--- src/rtl/seq_mdu_alu.sv ---
// seq_mdu_alu: registered EX-stage ALU with an iterative multiply/divide unit.
//
// Single-cycle ops (AND, OR, ADD, SUB, SLT(U), NOR, MFHI, MFLO) return their
// result one cycle after acceptance. MULT and DIV go through a one-bit-per-cycle
// engine and take DATA_W cycles. On completion they write the architectural
// HI/LO pair.
//
// Optional feature macro: SEQ_MDU_SIGNED_EN
//   Defined: adds MULTS (13) and DIVS (14), and makes opcode 7 a signed SLT.
//   Undefined: 13/14 are unknown codes, and 7 is an unsigned compare.
//
// Ports:
//   clk           rising-edge clock
//   reset_n       asynchronous active-low reset
//   op_valid      operation request
//   op_ready      block can accept an operation this cycle
//   control_input 4-bit operation code
//   input_1       operand A / dividend / multiplicand
//   input_2       operand B / divisor / multiplier
//   flush         synchronous abort of an in-flight MULT/DIV; blocks accept in IDLE
//   result        registered result, held between result_valid pulses
//   result_valid  one-cycle pulse, result and zero_flag valid
//   zero_flag     high when the held result is zero
//   busy          high while the multiply/divide engine is running
//   div_by_zero   one-cycle pulse on a divide with a zero divisor
module seq_mdu_alu #(
  parameter int DATA_W = 32,
  parameter int CNT_W  = $clog2(DATA_W) + 1
) (
  input  logic              clk,
  input  logic              reset_n,
  input  logic              op_valid,
  output logic              op_ready,
  input  logic [3:0]        control_input,
  input  logic [DATA_W-1:0] input_1,
  input  logic [DATA_W-1:0] input_2,
  input  logic              flush,
  output logic [DATA_W-1:0] result,
  output logic              result_valid,
  output logic              zero_flag,
  output logic              busy,
  output logic              div_by_zero
);

  localparam logic [3:0] OP_AND  = 4'd0;
  localparam logic [3:0] OP_OR   = 4'd1;
  localparam logic [3:0] OP_ADD  = 4'd2;
  localparam logic [3:0] OP_SUB  = 4'd6;
  localparam logic [3:0] OP_SLT  = 4'd7;
  localparam logic [3:0] OP_MULT = 4'd8;
  localparam logic [3:0] OP_DIV  = 4'd9;
  localparam logic [3:0] OP_NOR  = 4'd10;
  localparam logic [3:0] OP_MFHI = 4'd11;
  localparam logic [3:0] OP_MFLO = 4'd12;
`ifdef SEQ_MDU_SIGNED_EN
  localparam logic [3:0] OP_MULTS = 4'd13;
  localparam logic [3:0] OP_DIVS  = 4'd14;
`endif

  typedef enum logic [1:0] {
    IDLE    = 2'd0,
    MUL_RUN = 2'd1,
    DIV_RUN = 2'd2
  } state_t;

  state_t state;
  state_t next_state;

  // Engine registers: opnd holds the multiplicand or divisor. acc holds the
  // partial-product high half or the running remainder. shreg holds the
  // multiplier (shifting out, product low half shifting in) or the dividend
  // (shifting out, quotient shifting in).
  logic [CNT_W-1:0]  cnt;
  logic [DATA_W-1:0] hi;
  logic [DATA_W-1:0] lo;
  logic [DATA_W-1:0] opnd;
  logic [DATA_W-1:0] acc;
  logic [DATA_W-1:0] shreg;
  logic              neg_q;    // negate product / quotient on the final edge
  logic              neg_r;    // negate remainder on the final edge
  logic              started;  // holds op_ready low until the first edge after reset

  logic              accept;
  logic              is_mul;
  logic              is_div;
  logic              is_signed_op;
  logic              div_zero;
  logic              neg_1;
  logic              neg_2;
  logic [DATA_W-1:0] mag_1;
  logic [DATA_W-1:0] mag_2;
  logic [DATA_W-1:0] alu_res;

  logic [DATA_W:0]     mul_sum;
  logic [DATA_W-1:0]   mul_acc_nx;
  logic [DATA_W-1:0]   mul_sh_nx;
  logic [DATA_W:0]     div_shift;
  logic [DATA_W:0]     div_diff;
  logic [DATA_W-1:0]   div_acc_nx;
  logic [DATA_W-1:0]   div_sh_nx;
  logic [2*DATA_W-1:0] prod_mag;
  logic [2*DATA_W-1:0] prod_fix;
  logic [DATA_W-1:0]   quot_fix;
  logic [DATA_W-1:0]   rem_fix;

  // Two's-complement negate when n is set.
  function automatic logic [DATA_W-1:0] cond_neg(input logic [DATA_W-1:0] v, input logic n);
    cond_neg = n ? (~v + {{(DATA_W-1){1'b0}}, 1'b1}) : v;
  endfunction

  assign op_ready = started && (state == IDLE) && !flush;
  assign busy     = (state == MUL_RUN) || (state == DIV_RUN);

  // Opcode decode, acceptance and operand magnitudes for the signed variants.
  always_comb begin
    is_mul       = (control_input == OP_MULT);
    is_div       = (control_input == OP_DIV);
    is_signed_op = 1'b0;
`ifdef SEQ_MDU_SIGNED_EN
    if (control_input == OP_MULTS) begin
      is_mul       = 1'b1;
      is_signed_op = 1'b1;
    end else if (control_input == OP_DIVS) begin
      is_div       = 1'b1;
      is_signed_op = 1'b1;
    end else begin
      is_signed_op = 1'b0;
    end
`endif
    div_zero = is_div && (input_2 == {DATA_W{1'b0}});
    accept   = op_valid && op_ready;
    neg_1    = is_signed_op && input_1[DATA_W-1];
    neg_2    = is_signed_op && input_2[DATA_W-1];
    mag_1    = cond_neg(input_1, neg_1);
    mag_2    = cond_neg(input_2, neg_2);
  end

  // Single-cycle result mux; unknown codes yield zero.
  always_comb begin
    alu_res = {DATA_W{1'b0}};
    case (control_input)
      OP_AND:  alu_res = input_1 & input_2;
      OP_OR:   alu_res = input_1 | input_2;
      OP_ADD:  alu_res = input_1 + input_2;
      OP_SUB:  alu_res = input_1 - input_2;
      OP_SLT: begin
`ifdef SEQ_MDU_SIGNED_EN
        alu_res = {{(DATA_W-1){1'b0}}, ($signed(input_1) < $signed(input_2))};
`else
        alu_res = {{(DATA_W-1){1'b0}}, (input_1 < input_2)};
`endif
      end
      OP_NOR:  alu_res = ~(input_1 | input_2);
      OP_MFHI: alu_res = hi;
      OP_MFLO: alu_res = lo;
      default: alu_res = {DATA_W{1'b0}};
    endcase
  end

  // One shift-add and one restoring-divide step, plus the final sign fix-up.
  always_comb begin
    mul_sum    = {1'b0, acc} + (shreg[0] ? {1'b0, opnd} : {(DATA_W+1){1'b0}});
    mul_acc_nx = mul_sum[DATA_W:1];
    mul_sh_nx  = {mul_sum[0], shreg[DATA_W-1:1]};
    // The remainder stays below the divisor, so the shifted value fits in
    // DATA_W+1 bits. The top bit of the difference is then a clean borrow.
    div_shift  = {acc, shreg[DATA_W-1]};
    div_diff   = div_shift - {1'b0, opnd};
    if (!div_diff[DATA_W]) begin
      div_acc_nx = div_diff[DATA_W-1:0];
      div_sh_nx  = {shreg[DATA_W-2:0], 1'b1};
    end else begin
      div_acc_nx = div_shift[DATA_W-1:0];
      div_sh_nx  = {shreg[DATA_W-2:0], 1'b0};
    end
    prod_mag = {mul_acc_nx, mul_sh_nx};
    prod_fix = neg_q ? (~prod_mag + {{(2*DATA_W-1){1'b0}}, 1'b1}) : prod_mag;
    quot_fix = cond_neg(div_sh_nx, neg_q);
    rem_fix  = cond_neg(div_acc_nx, neg_r);
  end

  // FSM state register.
  always_ff @(posedge clk or negedge reset_n) begin
    if (!reset_n) begin
      state <= IDLE;
    end else begin
      state <= next_state;
    end
  end

  // FSM next-state logic.
  always_comb begin
    next_state = state;
    case (state)
      IDLE: begin
        if (accept && (is_mul || is_div) && !div_zero) begin
          next_state = is_mul ? MUL_RUN : DIV_RUN;
        end else begin
          next_state = IDLE;
        end
      end
      MUL_RUN, DIV_RUN: begin
        if (flush || (cnt == CNT_W'(1))) begin
          next_state = IDLE;
        end else begin
          next_state = state;
        end
      end
      default: next_state = IDLE;
    endcase
  end

  // Datapath: result/flag registers, HI/LO, and the iteration engine.
  always_ff @(posedge clk or negedge reset_n) begin
    if (!reset_n) begin
      started      <= 1'b0;
      cnt          <= {CNT_W{1'b0}};
      hi           <= {DATA_W{1'b0}};
      lo           <= {DATA_W{1'b0}};
      opnd         <= {DATA_W{1'b0}};
      acc          <= {DATA_W{1'b0}};
      shreg        <= {DATA_W{1'b0}};
      neg_q        <= 1'b0;
      neg_r        <= 1'b0;
      result       <= {DATA_W{1'b0}};
      zero_flag    <= 1'b0;
      result_valid <= 1'b0;
      div_by_zero  <= 1'b0;
    end else begin
      started      <= 1'b1;
      result_valid <= 1'b0;
      div_by_zero  <= 1'b0;
      case (state)
        IDLE: begin
          if (accept && (is_mul || is_div)) begin
            if (div_zero) begin
              // Divide by zero: report the current LO and leave HI/LO untouched.
              result       <= lo;
              zero_flag    <= (lo == {DATA_W{1'b0}});
              result_valid <= 1'b1;
              div_by_zero  <= 1'b1;
            end else begin
              acc   <= {DATA_W{1'b0}};
              cnt   <= CNT_W'(DATA_W);
              neg_q <= neg_1 ^ neg_2;
              neg_r <= neg_1;
              if (is_mul) begin
                opnd  <= mag_1;
                shreg <= mag_2;
              end else begin
                opnd  <= mag_2;
                shreg <= mag_1;
              end
            end
          end else if (accept) begin
            result       <= alu_res;
            zero_flag    <= (alu_res == {DATA_W{1'b0}});
            result_valid <= 1'b1;
          end
        end
        MUL_RUN: begin
          if (flush) begin
            cnt <= {CNT_W{1'b0}};
          end else begin
            acc   <= mul_acc_nx;
            shreg <= mul_sh_nx;
            cnt   <= cnt - CNT_W'(1);
            if (cnt == CNT_W'(1)) begin
              hi           <= prod_fix[2*DATA_W-1:DATA_W];
              lo           <= prod_fix[DATA_W-1:0];
              result       <= prod_fix[DATA_W-1:0];
              zero_flag    <= (prod_fix[DATA_W-1:0] == {DATA_W{1'b0}});
              result_valid <= 1'b1;
            end
          end
        end
        DIV_RUN: begin
          if (flush) begin
            cnt <= {CNT_W{1'b0}};
          end else begin
            acc   <= div_acc_nx;
            shreg <= div_sh_nx;
            cnt   <= cnt - CNT_W'(1);
            if (cnt == CNT_W'(1)) begin
              hi           <= rem_fix;
              lo           <= quot_fix;
              result       <= quot_fix;
              zero_flag    <= (quot_fix == {DATA_W{1'b0}});
              result_valid <= 1'b1;
            end
          end
        end
        default: cnt <= {CNT_W{1'b0}};
      endcase
    end
  end

endmodule

--- config.mk ---
export PLATFORM = sky130hd
export DESIGN_NAME = seq_mdu_alu
export DESIGN_NICKNAME = d
export VERILOG_FILES = /design/src/rtl/seq_mdu_alu.sv
export SDC_FILE = /design/constraint.sdc
export NUM_CORES = 1
export LEC_CHECK = 0
export BUFFER_PORTS_ARGS = -buffer_cell sky130_fd_sc_hd__buf_2
export CORE_ASPECT_RATIO = 1.4
export CORE_UTILIZATION = 42
export DETAILED_ROUTE_END_ITERATION = 16
export MAX_ROUTING_LAYER = met4
export PLACE_DENSITY = 0.71
export SLEW_MARGIN = 5
export SYNTH_ARGS = -nofsm -noshare
export SYNTH_HDL_FRONTEND = slang
export SYNTH_SLANG_ARGS = --single-unit
--- constraint.sdc ---
create_clock -name clk -period 3.65 [get_ports clk]
set_input_delay 0 -clock clk [delete_from_list [all_inputs] [get_ports clk]]
set_output_delay 0 -clock clk [all_outputs]
set_load 0.01 [all_outputs]
# Yosys cells after proc, flatten, opt, wreduce, memory -nomap -nowiden
# Cells that the tools add are included.
[totals]
regBits = 204
out_inout_bits = 37
[classes]
add_sub_neg = 5
order_cmp = 1
eq_ne = 21
mux = 54
bitwise = 4
n_reduce_logical = 26
[ops]
columns = ["operator", "n"]
rows = [
  ["32-bit 2-to-1 mux", 23],
  ["32-bit one-hot mux with 3 select lines", 3],
  ["32-bit one-hot mux with 8 select lines", 1],
  ["32-bit logical NOT", 5],
  ["32-bit one-hot mux with 2 select lines", 2],
  ["32-bit by 32-bit adder with 33-bit output", 1],
  ["33-bit by 32-bit subtractor with 33-bit output", 1],
  ["32-bit adder", 1],
  ["32-bit AND", 1],
  ["32-bit less-than comparator", 1],
  ["32-bit NOT", 1],
  ["32-bit OR", 1],
  ["32-bit subtractor", 1],
  ["4-bit == test (second input constant)", 5],
  ["6-bit 2-to-1 mux", 3],
  ["1-bit 2-to-1 mux", 15],
  ["6-bit one-hot mux with 2 select lines", 1],
  ["5-bit AND reduction", 2],
  ["4-bit by 3-bit == test with 1-bit output (second input constant)", 2],
  ["2-bit by 1-bit != test with 1-bit output (second input constant)", 4],
  ["7-bit AND reduction", 1],
  ["6-bit by 1-bit == test with 1-bit output (second input constant)", 1],
  ["1-bit logical AND", 6],
  ["2-bit 2-to-1 mux", 3],
  ["21 further kinds", 26],
]

# Depth between registers and ports, before layout
[depth]
ltp_word = 8
depth_mapped = 18
ltp_nobuf = 16

# Worst setup path after synthesis
# OpenSTA, ideal clock, no wires.
[synth_timing]
path_type = "register to register"
from = "register shreg[31]"
to = "register acc[30]"
setup_ns = 0.152
arrival_time_ns = 3.591
setup_slack_ns = -0.093
stages_incl_launch_ff = 18
path_buffers = 2
cell_sequence = "dfrtp_1 > inv_1 > ha_1 > inv_1 > fa_1 > a211oi_1 > o21ai_0 > nand4b_1 > nand2_1 > o221ai_1 > o221ai_1 > a221oi_1 > xnor2_1 > buf_1 > clkbuf_1 > nor2_1 > a31oi_1 > o221ai_1"
[synth_via]
elab_chain_cells = 4
[synth_lines]
columns = ["item", "line_no", "rtl"]
rows = [
  ["start, declared", "78", "logic [DATA_W-1:0] shreg;"],
  ["start signal, assigned", "222", "shreg <= {DATA_W{1'b0}};"],
  ["start signal, assigned", "249", "shreg <= mag_2;"],
  ["start signal, assigned", "252", "shreg <= mag_1;"],
  ["33-bit by 32-bit subtractor with 33-bit output", "168", "div_diff = div_shift - {1'b0, opnd};"],
  ["32-bit 2-to-1 mux", "169", "if (!div_diff[DATA_W]) begin"],
  ["32-bit 2-to-1 mux", "278", "if (flush) begin"],
  ["32-bit one-hot mux with 3 select lines", "233", "case (state)"],
  ["end signal, assigned", "243", "acc <= {DATA_W{1'b0}};"],
  ["end signal, assigned", "265", "acc <= mul_acc_nx;"],
  ["end signal, assigned", "281", "acc <= div_acc_nx;"],
  ["end, declared", "77", "logic [DATA_W-1:0] acc;"],
]
# Every way passes these cells. The select of a mux whose other input is x is not followed.
# A chain may end at the register's enable or synchronous reset.

# Final worst setup path
[layout_timing]
from = "input input_1[0]"
to = "register zero_flag"
[layout_via]
elab_chain_cells = 7
elab_cells_between_ends = 11
classes_between = "add/sub: 2; order compare: 1; mux: 4; bitwise: 3; reduce/logical: 1"
[layout_lines]
columns = ["item", "line_no", "rtl"]
rows = [
  ["start, declared", "35", "input logic [DATA_W-1:0] input_1,"],
  ["parallel branches: the longest is 2 deep, another holds 32-bit subtractor", "-", ""],
  ["32-bit one-hot mux with 8 select lines *", "141", "case (control_input)"],
  ["32-bit logical NOT *", "257", "zero_flag <= (alu_res == {DATA_W{1'b0}});"],
  ["1-bit 2-to-1 mux *", "255", "end else if (accept) begin"],
  ["1-bit 2-to-1 mux *", "235", "if (accept && (is_mul || is_div)) begin"],
  ["1-bit one-hot mux with 3 select lines *", "233", ""],
  ["end signal, assigned", "239", "zero_flag <= (lo == {DATA_W{1'b0}});"],
  ["end signal, assigned", "257", ""],
  ["end signal, assigned", "272", "zero_flag <= (prod_fix[DATA_W-1:0] == {DATA_W{1'b0}});"],
  ["end, declared", "40", "output logic zero_flag,"],
]
# Every way passes the cells marked *. The select of a mux whose other input is x is not followed.

==> flow_metrics.tcl <==
set metrics [dict create \
    outcome "complete, but fails checks" \
    violations "negative hold slack, negative setup slack" \
    dieHeight_um 261.1 \
    synth_edf_count 0 \
    synth-compound-area-share_pct 31.65 \
    grt_usage_pct 39.24 \
    min_period_ns 3.731 \
    end_kind "register" \
    p_sw_mw 3.498 \
    peakVddDrop_v 0.0003695 \
    hold_viol 1 \
    p_leak_nw 12.23 \
    initial_core_util_pct 42.70 \
    timing.hold.ws_ns -0.003496 \
    critPathArrivalTime_ns 4.16 \
    io_pins 109 \
    setup_slack_ns -0.08147 \
    avgSynthCellArea_sq_um 7.529 \
    cts.sinks 204 \
    hpwl_mm 73.65 \
    synth_ff_type "dfrtp_1" \
    cts_max_level 1 \
    synth_seq_area_share_pct 25.35 \
    synthCells 2675 \
    setup_tns_ns -0.1175 \
    vias 23280 \
    first_iter_violations 2263 \
    num-nets-final 3392 \
    synthAdderAreaFrac_pct 11.21 \
    tritoncts.num_buffers 21 \
    first_global_vias 22720 \
    comb_power_share_pct 40.2 \
    place.gp.congestion 1.000 \
    crit_type "in2reg" \
    worst_pin_slew_ns 1.079 \
    die_w_um 187.1 \
    area_delta_synth_final_pct 29.31 \
    timing.fmax_mhz 268.0 \
    synth_seq_cells 204 \
    synth_common_cells "nand2_1, o21ai_0, a21oi_1, nor2_1, dfrtp_1" \
    synth.most_common_cell "nand2_1" \
    globalRouteOverflowTotal 0 \
    fin_crit_sh_pct 102.2 \
    place_ws_ns -0.7835 \
    synth_area_leaders "dfrtp_1, ha_1, o21ai_0" \
    num_rows 94 \
    seq_area_sq_um 5105 \
    required_ns 4.08 \
    hp-class "in2async" \
    final-setup-viol-count 4 \
    intPower_mw 5.386 \
    post-route-util_pct 55.22 \
    synth_top_family_by_area "compound AO/OA/AOI/OAI gates" \
    fill_cells 4439 \
    clk_latency_ns 0.53 \
    r2r_cells 15 \
    wl_mm 94.68 \
    max-cap-violations 0 \
    power_density_nw_per_um2 341.1 \
    post_drt_via_cell_ratio 6.156 \
    clock_power_share_pct 24.5 \
    grt_max_degree 98 \
    first_pass_iters 6 \
    async_flop_share_pct 100.0 \
    drc 0 \
    path_clk_slew_ns 0.07 \
    slew_violations 0 \
    core_area_sq_um 47160 \
    rsz0062_at_grt "true" \
    cts_root_buf "clkbuf_16" \
    drive_above_1_share_pct 23.54 \
    synth_xor_area_share_pct 2.435 \
    synth_area_sq_um 20140 \
    cts_tree "done" \
    synth_top_cell_area_share_pct 25.35 \
    relSlewSlack_pct 28.08 \
    sequentialPowerShare_pct 35.3 \
    cp_max_fo 3 \
    dieArea_sq_um 48840 \
    yosysTopAreaCell "dfrtp_1" \
    skew_ns 0.01558 \
    synthSimpleGateAreaFrac_pct 19.90 \
    fin_area_sq_um 26040 \
    yosysUniqueCellTypes 99 \
    multi_input_area_sq_um 14290 \
    worst_setup_path_start_kind "input port" \
    placed_area_sq_um 24550 \
    antenna_found_initial 1 \
    synth_mux_area_share_pct 3.224 \
    yosysWarnings 0 \
    antenna_left 0 \
    cts.path.max_buffers 3 \
    swShare_pct 39.37 \
    syn_nets 2925 \
    grt_pass1_wl_mm 141.5 \
    wl_per_cell_um 25.03 \
    io_buffers 108 \
]
==> routing by layer <==
metal / GRT usage [%] / wire length, um / vias up
li1: - / - / 10690
met1: 47.10 / 37600 / 11340
met2: 63.96 / 44240 / 1012
met3: 3.940 / 6206 / 245
met4: 23.38 / 6638 / 0
met5: - / 0 / -
==> critical path, stage by stage <==
cell and delay, ns:
buf_2 0.10, inv_1 0.06, ha_1 0.21, fa_2 0.38
o21bai_4 0.22, a2111oi_4 0.09, buf_4 0.17, nor3_2 0.19
o311ai_1 0.14, buf_4 0.17, buf_4 0.15, a211oi_4 0.29
buf_4 0.17, o21ai_0 0.09, buf_4 0.17, o21ai_1 0.17
buf_4 0.16, nand2_1 0.10, nand4b_1 0.28, nor4_2 0.31
nand4_1 0.21, o41ai_2 0.33
==> power groups by stage <==
| stage | Clock, mW | Sequential, mW | Combinational (mW) |
|---|---|---|---|
| 2_1_floorplan | 0 | 2.99 | 1.80 |
| 3_3_place_gp | 0 | 3.13 | 3.37 |
| 3_5_place_dp | 0 | 3.14 | 3.40 |
| 4_1_cts | 2.19 | 3.10 | 3.48 |
| 5_1_grt | 2.28 | 3.17 | 3.87 |
| 6_report | 2.18 | 3.13 | 3.57 |
==> what timing repair did <==
action,in CTS,in global routing
endpoints found under the hold margin,147,0
setup endpoints to repair,67,68
cloned,3,0
hold buffers,18,0
gates resized for setup,43,87
setup buffers,8,10
pin swaps,23,38
==> path summary, 6_finish.rpt <==
| kind | startpoint | slack, ns | end |
|---|---|---|---|
| max | input_1[0] | -0.08 | zero_flag$_DFFE_PN0P_ |
| min | reset_n | -0.003 | opnd[4]$_DFFE_PN0P_ |
| max reg2reg | state[0]$_DFFE_PN0P_ | -0.04 | zero_flag$_DFFE_PN0P_ |
| min reg2reg | result[16]$_DFFE_PN0P_ | 0.48 | result[16]$_DFFE_PN0P_ |
| max in group asynchronous | reset_n | 2.67 | result[11]$_DFFE_PN0P_ |
| min in group clk | input_1[6] | 0 | opnd[6]$_DFFE_PN0P_ |
==> placed cells by master (no fill, tap or decap), types with 17 or more instances in the layout <==
cell type / count
buf_4: 457
nand2_1: 311
o21ai_0: 260
nor2_1: 250
a21oi_1: 239
dfrtp_1: 204
ha_1: 169
inv_1: 150
buf_2: 107
mux2i_1: 57
nand3_1: 48
a211oi_1: 47
a21o_1: 45
and2_1: 42
xnor2_1: 40
a221o_1: 39
nor4_1: 35
nor3_1: 35
o21ai_1: 30
a31oi_1: 26
o211ai_1: 25
nand4_1: 23
a22o_1: 21
o21bai_1: 21
clkbuf_16: 21
nor2b_1: 20
o21a_1: 19
dlygate4sd3_1: 18
nand2b_1: 17
==> kinds of logic (layout without fill, tap and decap cells) <==
kind of cell / Yosys count / in the layout
AOI/OAI and AO/OA: 980 / 980
xor gates and xnor gates: 56 / 56
adders and majority gates: 178 / 178
buffers and inverters: 321 / 802
DFF: 204 / 204
muxes: 64 / 64
other: 1 / 3
and+or+nand+nor: 871 / 871
==> registers in the layout (all words and copies together) (netlist names) <==
register / flops
acc: 32
hi: 32
lo: 32
opnd: 32
result: 32
shreg: 32
cnt: 6
state: 2
div_by_zero: 1
result_valid: 1
started: 1
zero_flag: 1
==> per-stage QoR <==
| stage | power [mW] | cells |
|---|---|---|
| finish | 8.884 | 3782 |
| global route | 9.314 | 3781 |
| CTS | 8.768 | 3770 |
| detailed placement | 6.539 | 3706 |
| global placement | 6.503 | 3706 |
| floorplan | 4.790 | 2675 |
==> area by class of cell <==
type                    count  area share, %
repair buffers            609          17.70
inverters                 156          2.249
diodes                      2        0.01922
clock buffers              29          2.249
well taps                 624          2.998
clock inverters             8         0.2979
flip-flops and latches    204          19.60
multi-input cells        2150          54.89
(Power assumes the default switching activity.)
